[src/rtl/hazard_ctrl_pkg.sv]
// Shared pipeline definitions for the hazard/forwarding controller.
// Contents: register index width, bypass-bit positions, the in-flight slot
// record tracked per stage, and the per-cycle pipeline action encoding.
package hazard_ctrl_pkg;

    localparam int unsigned ADDR_SIZE = 5;

    // Bit positions inside every {ra,rb} bypass bus.
    localparam logic BP_RA = 1'b1;
    localparam logic BP_RB = 1'b0;

    // One in-flight instruction as seen by the hazard logic.
    typedef struct packed {
        logic                 v;
        logic                 wr;
        logic [ADDR_SIZE-1:0] rd;
        logic                 ld;
    } slot_t;

    localparam slot_t SLOT_NONE = '0;

    // What the slot pipeline does on the coming edge.
    typedef enum logic [1:0] {
        ACT_NORMAL = 2'd0,
        ACT_HOLD   = 2'd1,
        ACT_FLUSH  = 2'd2,
        ACT_STALL  = 2'd3
    } action_e;

endpackage

[src/rtl/hazard_match.sv]
// Combinational {ra,rb} match of one pipeline slot against the decode sources.
// Ports: slot (tracked slot), src_a/src_b (decode source indices),
//        use_a/use_b (operand actually read), hit (2-bit {ra,rb} match).
module hazard_match
    import hazard_ctrl_pkg::*;
(
    input  slot_t                slot,
    input  logic [ADDR_SIZE-1:0] src_a,
    input  logic [ADDR_SIZE-1:0] src_b,
    input  logic                 use_a,
    input  logic                 use_b,
    output logic [1:0]           hit
);

    logic live;
    logic unused_ld;

    // The load flag is consumed by the controller, not by the comparator.
    assign unused_ld = slot.ld;

    // x0 is hard-wired zero and never produces a forward.
    assign live = slot.v & slot.wr & (slot.rd != '0);

    always_comb begin
        hit        = 2'b00;
        hit[BP_RA] = live & use_a & (slot.rd == src_a);
        hit[BP_RB] = live & use_b & (slot.rd == src_b);
    end

endmodule

[src/rtl/hazard_ctrl.sv]
// Hazard and forwarding controller for the 5-stage pipeline.
// Keeps a shadow EX/MEM/WB pipeline of destination tags, drives the decode
// bypass enables, and produces load-use stalls, multiply holds and bubbles.
// Ports:
//   clk, rst                 clock, asynchronous active-high reset
//   D_*                      decode-stage instruction fields
//   flush                    taken branch/jump resolved in EX
//   EX_D_bp/MEM_D_bp/WB_D_bp {ra,rb} bypass enables per producing stage
//   D_stall                  freeze PC and F/D
//   EX_bubble                load NOP into D/EX
//   EX_hold                  hold D/EX (multiply in progress)
//   MEM_bubble               load NOP into EX/MEM
//   mul_busy                 multiply counter non-zero
module hazard_ctrl
    import hazard_ctrl_pkg::*;
#(
    parameter int unsigned MUL_LAT = 3,
    parameter int unsigned CNT_W   = 2
) (
    input  logic                 clk,
    input  logic                 rst,
    input  logic                 D_valid,
    input  logic [ADDR_SIZE-1:0] D_ra,
    input  logic [ADDR_SIZE-1:0] D_rb,
    input  logic                 D_use_ra,
    input  logic                 D_use_rb,
    input  logic [ADDR_SIZE-1:0] D_rd,
    input  logic                 D_we,
    input  logic                 D_link_we,
    input  logic                 D_ld,
    input  logic                 D_mul,
    input  logic                 flush,
    output logic [1:0]           EX_D_bp,
    output logic [1:0]           MEM_D_bp,
    output logic [1:0]           WB_D_bp,
    output logic                 D_stall,
    output logic                 EX_bubble,
    output logic                 EX_hold,
    output logic                 MEM_bubble,
    output logic                 mul_busy
);

    slot_t            ex_slot;
    slot_t            mem_slot;
    slot_t            wb_slot;
    slot_t            d_slot;
    logic [CNT_W-1:0] mul_cnt;
    logic             started;
    logic [1:0]       ex_hit;
    logic [1:0]       mem_hit;
    logic [1:0]       wb_hit;
    logic             cnt_busy;
    logic             load_use;
    action_e          act;

    // Per-stage source comparators.
    hazard_match u_match_ex (
        .slot  (ex_slot),
        .src_a (D_ra),
        .src_b (D_rb),
        .use_a (D_use_ra),
        .use_b (D_use_rb),
        .hit   (ex_hit)
    );

    hazard_match u_match_mem (
        .slot  (mem_slot),
        .src_a (D_ra),
        .src_b (D_rb),
        .use_a (D_use_ra),
        .use_b (D_use_rb),
        .hit   (mem_hit)
    );

    hazard_match u_match_wb (
        .slot  (wb_slot),
        .src_a (D_ra),
        .src_b (D_rb),
        .use_a (D_use_ra),
        .use_b (D_use_rb),
        .hit   (wb_hit)
    );

    assign cnt_busy = (mul_cnt != '0);
    assign d_slot   = '{v: D_valid, wr: D_we | D_link_we, rd: D_rd, ld: D_ld};

    // A load in EX has no data yet; the consumer waits one cycle for MEM.
    assign load_use = D_valid & ex_slot.v & ex_slot.ld & (ex_slot.rd != '0) &
                      ((D_use_ra & (ex_slot.rd == D_ra)) |
                       (D_use_rb & (ex_slot.rd == D_rb)));

    // Pipeline action for this cycle. Until the first edge after reset the
    // controller stays passive so every output reads 0.
    always_comb begin
        act = ACT_NORMAL;
        if (started) begin
            if (cnt_busy) begin
                act = ACT_HOLD;
            end else if (flush) begin
                act = ACT_FLUSH;
            end else if (load_use) begin
                act = ACT_STALL;
            end
        end
    end

    // Shadow slot pipeline and multiply counter, mirroring the datapath registers.
    always_ff @(posedge clk or posedge rst) begin
        if (rst) begin
            ex_slot  <= SLOT_NONE;
            mem_slot <= SLOT_NONE;
            wb_slot  <= SLOT_NONE;
            mul_cnt  <= '0;
            started  <= 1'b0;
        end else begin
            started <= 1'b1;
            wb_slot <= mem_slot;
            unique case (act)
                ACT_HOLD: begin
                    mem_slot <= SLOT_NONE;
                    mul_cnt  <= mul_cnt - CNT_W'(1);
                end
                ACT_FLUSH, ACT_STALL: begin
                    mem_slot <= ex_slot;
                    ex_slot  <= SLOT_NONE;
                end
                ACT_NORMAL: begin
                    mem_slot <= ex_slot;
                    ex_slot  <= d_slot;
                    if (D_valid && D_mul && (MUL_LAT > 1)) begin
                        mul_cnt <= CNT_W'(MUL_LAT - 1);
                    end
                end
                default: begin
                    mem_slot <= ex_slot;
                end
            endcase
        end
    end

    // Stall/bubble controls decoded from the action.
    always_comb begin
        D_stall    = 1'b0;
        EX_bubble  = 1'b0;
        EX_hold    = 1'b0;
        MEM_bubble = 1'b0;
        unique case (act)
            ACT_HOLD: begin
                D_stall    = 1'b1;
                EX_hold    = 1'b1;
                MEM_bubble = 1'b1;
            end
            ACT_FLUSH: begin
                EX_bubble = 1'b1;
            end
            ACT_STALL: begin
                D_stall   = 1'b1;
                EX_bubble = 1'b1;
            end
            default: begin
                D_stall = 1'b0;
            end
        endcase
    end

    // Bypass buses; the EX path is withheld while its result is not ready.
    always_comb begin
        EX_D_bp  = 2'b00;
        MEM_D_bp = 2'b00;
        WB_D_bp  = 2'b00;
        mul_busy = 1'b0;
        if (started) begin
            EX_D_bp  = (ex_slot.ld || cnt_busy) ? 2'b00 : ex_hit;
            MEM_D_bp = mem_hit;
            WB_D_bp  = wb_hit;
            mul_busy = cnt_busy;
        end
    end

endmodule

[config.mk]
export PLATFORM = sky130hd
export DESIGN_NAME = hazard_ctrl
export DESIGN_NICKNAME = d
export VERILOG_FILES = /design/src/rtl/hazard_ctrl_pkg.sv /design/src/rtl/hazard_match.sv /design/src/rtl/hazard_ctrl.sv
export SDC_FILE = /design/constraint.sdc
export NUM_CORES = 1
export LEC_CHECK = 0
export CAP_MARGIN = 20
export CORE_MARGIN = 2
export CORE_UTILIZATION = 47
export CTS_BUF_LIST = sky130_fd_sc_hd__clkbuf_2
export CTS_CLUSTER_DIAMETER = 80
export DETAILED_ROUTE_END_ITERATION = 8
export PLACE_DENSITY_LB_ADDON = 0.3
export SLEW_MARGIN = 20
export SYNTH_ARGS = -nofsm -noshare
export SYNTH_HDL_FRONTEND = slang
export SYNTH_SLANG_ARGS = --single-unit
[constraint.sdc]
create_clock -name clk -period 3.8 [get_ports clk]
set_input_delay 0.76 -clock clk [delete_from_list [all_inputs] [get_ports clk]]
set_output_delay 0.76 -clock clk [all_outputs]
set_load 0.1 [all_outputs]
==> results.toml <==
[yosys]
syn_nets = 174
syn_area_per_cell_sq_um = 9.53
ys_warn_count = 0
synthFlopType = "dfrtp_1"
ys_seq_elements = 25
async_flop_share_pct = 100
synth.distinct_cells = 27
synthCells = 148
synth_seq_area_share_pct = 44.4
synth-edff-count = 0
synthesis.area_sq_um = 1410

[cts]
cts_resized = 0
clockBufferDepth = 2
cts.clk_slew.worst_paths_ps = 250
postCtsSetupBuffers = 0
cts_made_buffers = 3
clk_latency_ps = 360
cts_sinks = 25
cts-htree-levels = 1
root_buffer = "clkbuf_2"
ctsHoldBuffers = 0
cts_tree = "done"

[worst_setup_path]
path_class = "input pin to output pin"
cp-start-kind = "input pin"
crit_path_max_incr_delay_ps = 500
path_cells = "clkdlybuf4s50_1 > xor2_1 > nor4_1 > nand3_1 > a21oi_2 > o211a_1 > buf_12"
critical_path_buf_inv_count = 2
endpoint_kind = "output pin"
crit_family = "buffers and inverters"
worstPathArrival_ps = 2540
crit_fanout = 5
slowest_stage = "clkdlybuf4s50_1"
required_ps = 3040

[detailed_routing]
wirelength_mm = 3.37
num_vias = 1194
drtPass1Iterations = 6
drc = 4
antenna_left = 0
vias_per_cell = 5.55
wl_per_cell_um = 15.7
initialDrtViolationCount = 36

[global_route]
grt_pass1_vias = 1187
antenna_found_initial = 0
grt_start_max_net_pins = 26
grtUsageTotal_pct = 21.2
grt_first_pass_wirelength_mm = 5.51
overflow = 0

[cells_and_area]
fin_area_sq_um = 1890
seq_area_sq_um = 626
n_antenna_cell = 0
final_cells = 215
n_fill_cell = 233
area_growth_pct = 34.1
layout.nets = 211
drive_gt1_share_pct = 13.0
multi_input_area_sq_um = 761

[floorplanning]
die_area_sq_um = 3450
num_rows = 19
die_w_um = 58.8
die_h_um = 58.8
core_region_area_sq_um = 2810
ios = 36
start_util_pct = 50.3

[min_path]
holdCritPathClass = "flop to flop"

[timing]
slew_viol_final = 0
grt_setup_unrepaired = "false"
finalSetupTns_ps = 0
finalHoldViolations = 0
timing.fmax_ghz = 0.303
fin_crit_sh_pct = 86.9
worstMarginPinSlew_ps = 565
fin_worst_skew_ps = 5.54
post-route-min-period_ps = 3300
setup_violations = 0
slew_headroom_pct = 62.3

[status]
failed_checks = "DRC"
outcome = "complete, but fails checks"

[placement]
port_buffers = 35
dpl.cell_count = 210
dpl_cell_area_sq_um = 1840
hpwl_mm = 2.57
globalplace.congestion = 0.845

[power_and_ir_drop]
cellLeakagePower_nw = 0.763
vdd_drop_max_mv = 0.424
power_density_nw_per_um2 = 469

[job]
drv_cap = 0
==> synthesized netlist by cell type, types with 2 or more instances <==
library cell,count,share of area [%]
a21oi_1,9,3.2
clkbuf_1,3,0.80
dfrtp_1,25,44
inv_1,4,1.1
nand2_1,11,2.9
nand3_1,4,1.4
nand4_1,6,2.7
nor2_1,5,1.3
nor2b_1,18,8.0
nor4_1,6,2.7
o211ai_1,2,1.1
o21ai_0,8,2.8
o21ai_1,3,1.1
or4_1,3,1.6
xnor2_1,18,11
xor2_1,12,7.5
==> cell usage in the layout (no fill, tap or decap), drive strengths merged <==
cell type      count
o211ai             2
o21bai             1
buf               14
dfrtp             25
a21oi             10
nand4              6
nand2             11
xnor2             18
clkdlybuf4s50     24
o211a              1
nor2b             18
o31a               1
inv                4
ha                 1
nor4               6
a31o               1
clkinvlp           1
or4                3
conb               1
clkbuf             3
o21a               1
nor2               5
xor2              12
o21ai             11
nand3              4
==> where the power goes <==
group | total, W | internal, W | switching [W]
logic | 0.000369 | 0.000160 | 0.000209
clock network | 0.000111 | 0.0000244 | 0.0000862
registers | 0.000407 | 0.000331 | 0.0000760
==> registers in the layout (all words and copies together), names as in the netlist <==
register / flops
ex_slot: 8
wb_slot: 7
mul_cnt: 2
started: 1
mem_slot: 7
==> metrics by stage <==
| step | setup slack (ps) | utilization [%] | hold WS [ps] | power (W) |
|---|---|---|---|---|
| 6_report | 497 | 67.4 | 415 | 0.000887 |
| 5_1_grt | 414 | 67.4 | 427 | 0.000943 |
| 4_1_cts | 518 | 66.4 | 414 | 0.000885 |
| 3_5_place_dp | 533 | 65.6 | 364 | 0.000779 |
| 3_3_place_gp | 546 | 65.6 | 362 | 0.000763 |
| 2_1_floorplan | 288 | - | 354 | 0.000664 |
==> metal layers <==
metal / track usage, % / wire length [um] / up-vias
li1: - / - / 577
met1: 26.6 / 1450 / 572
met2: 37.1 / 1670 / 39
met3: 2.64 / 206 / 6
met4: 8.12 / 48 / 0
met5: 0 / 0 / -
==> final timing paths <==
path,cells past startpoint,startpoint,endpoint,slack [ps]
max in group asynchronous,3,rst,mem_slot[5],2720
min in group asynchronous,2,rst,mem_slot[2],660
hold reg to reg,0,mem_slot[6],wb_slot[6],410
setup / recovery,7,D_ra[4],EX_bubble,500
setup reg to reg,6,ex_slot[2],ex_slot[0],2000
hold / removal,0,mem_slot[6],wb_slot[6],410
==> cell type report <==
class	instances	share of cell area, %
multi-input cells	113	40.2
flip-flops and latches	25	33.1
repair buffers	38	22.6
well taps	31	2.05
clock buffers	3	0.794
inverters	4	0.794
clock inverters	1	0.397
==> cell families after synthesis <==
group                    share of synthesized area [%]
XOR/XNOR                                          18.6
AND/OR/NAND/NOR                                   20.6
adder cells (fa/ha/maj)                          0.887
AO/OA/AOI/OAI                                     11.8
other                                            0.266
flip-flops                                        44.4
buffers and inverters                             3.46
Note: power is estimated with default switching activity, not from simulation.
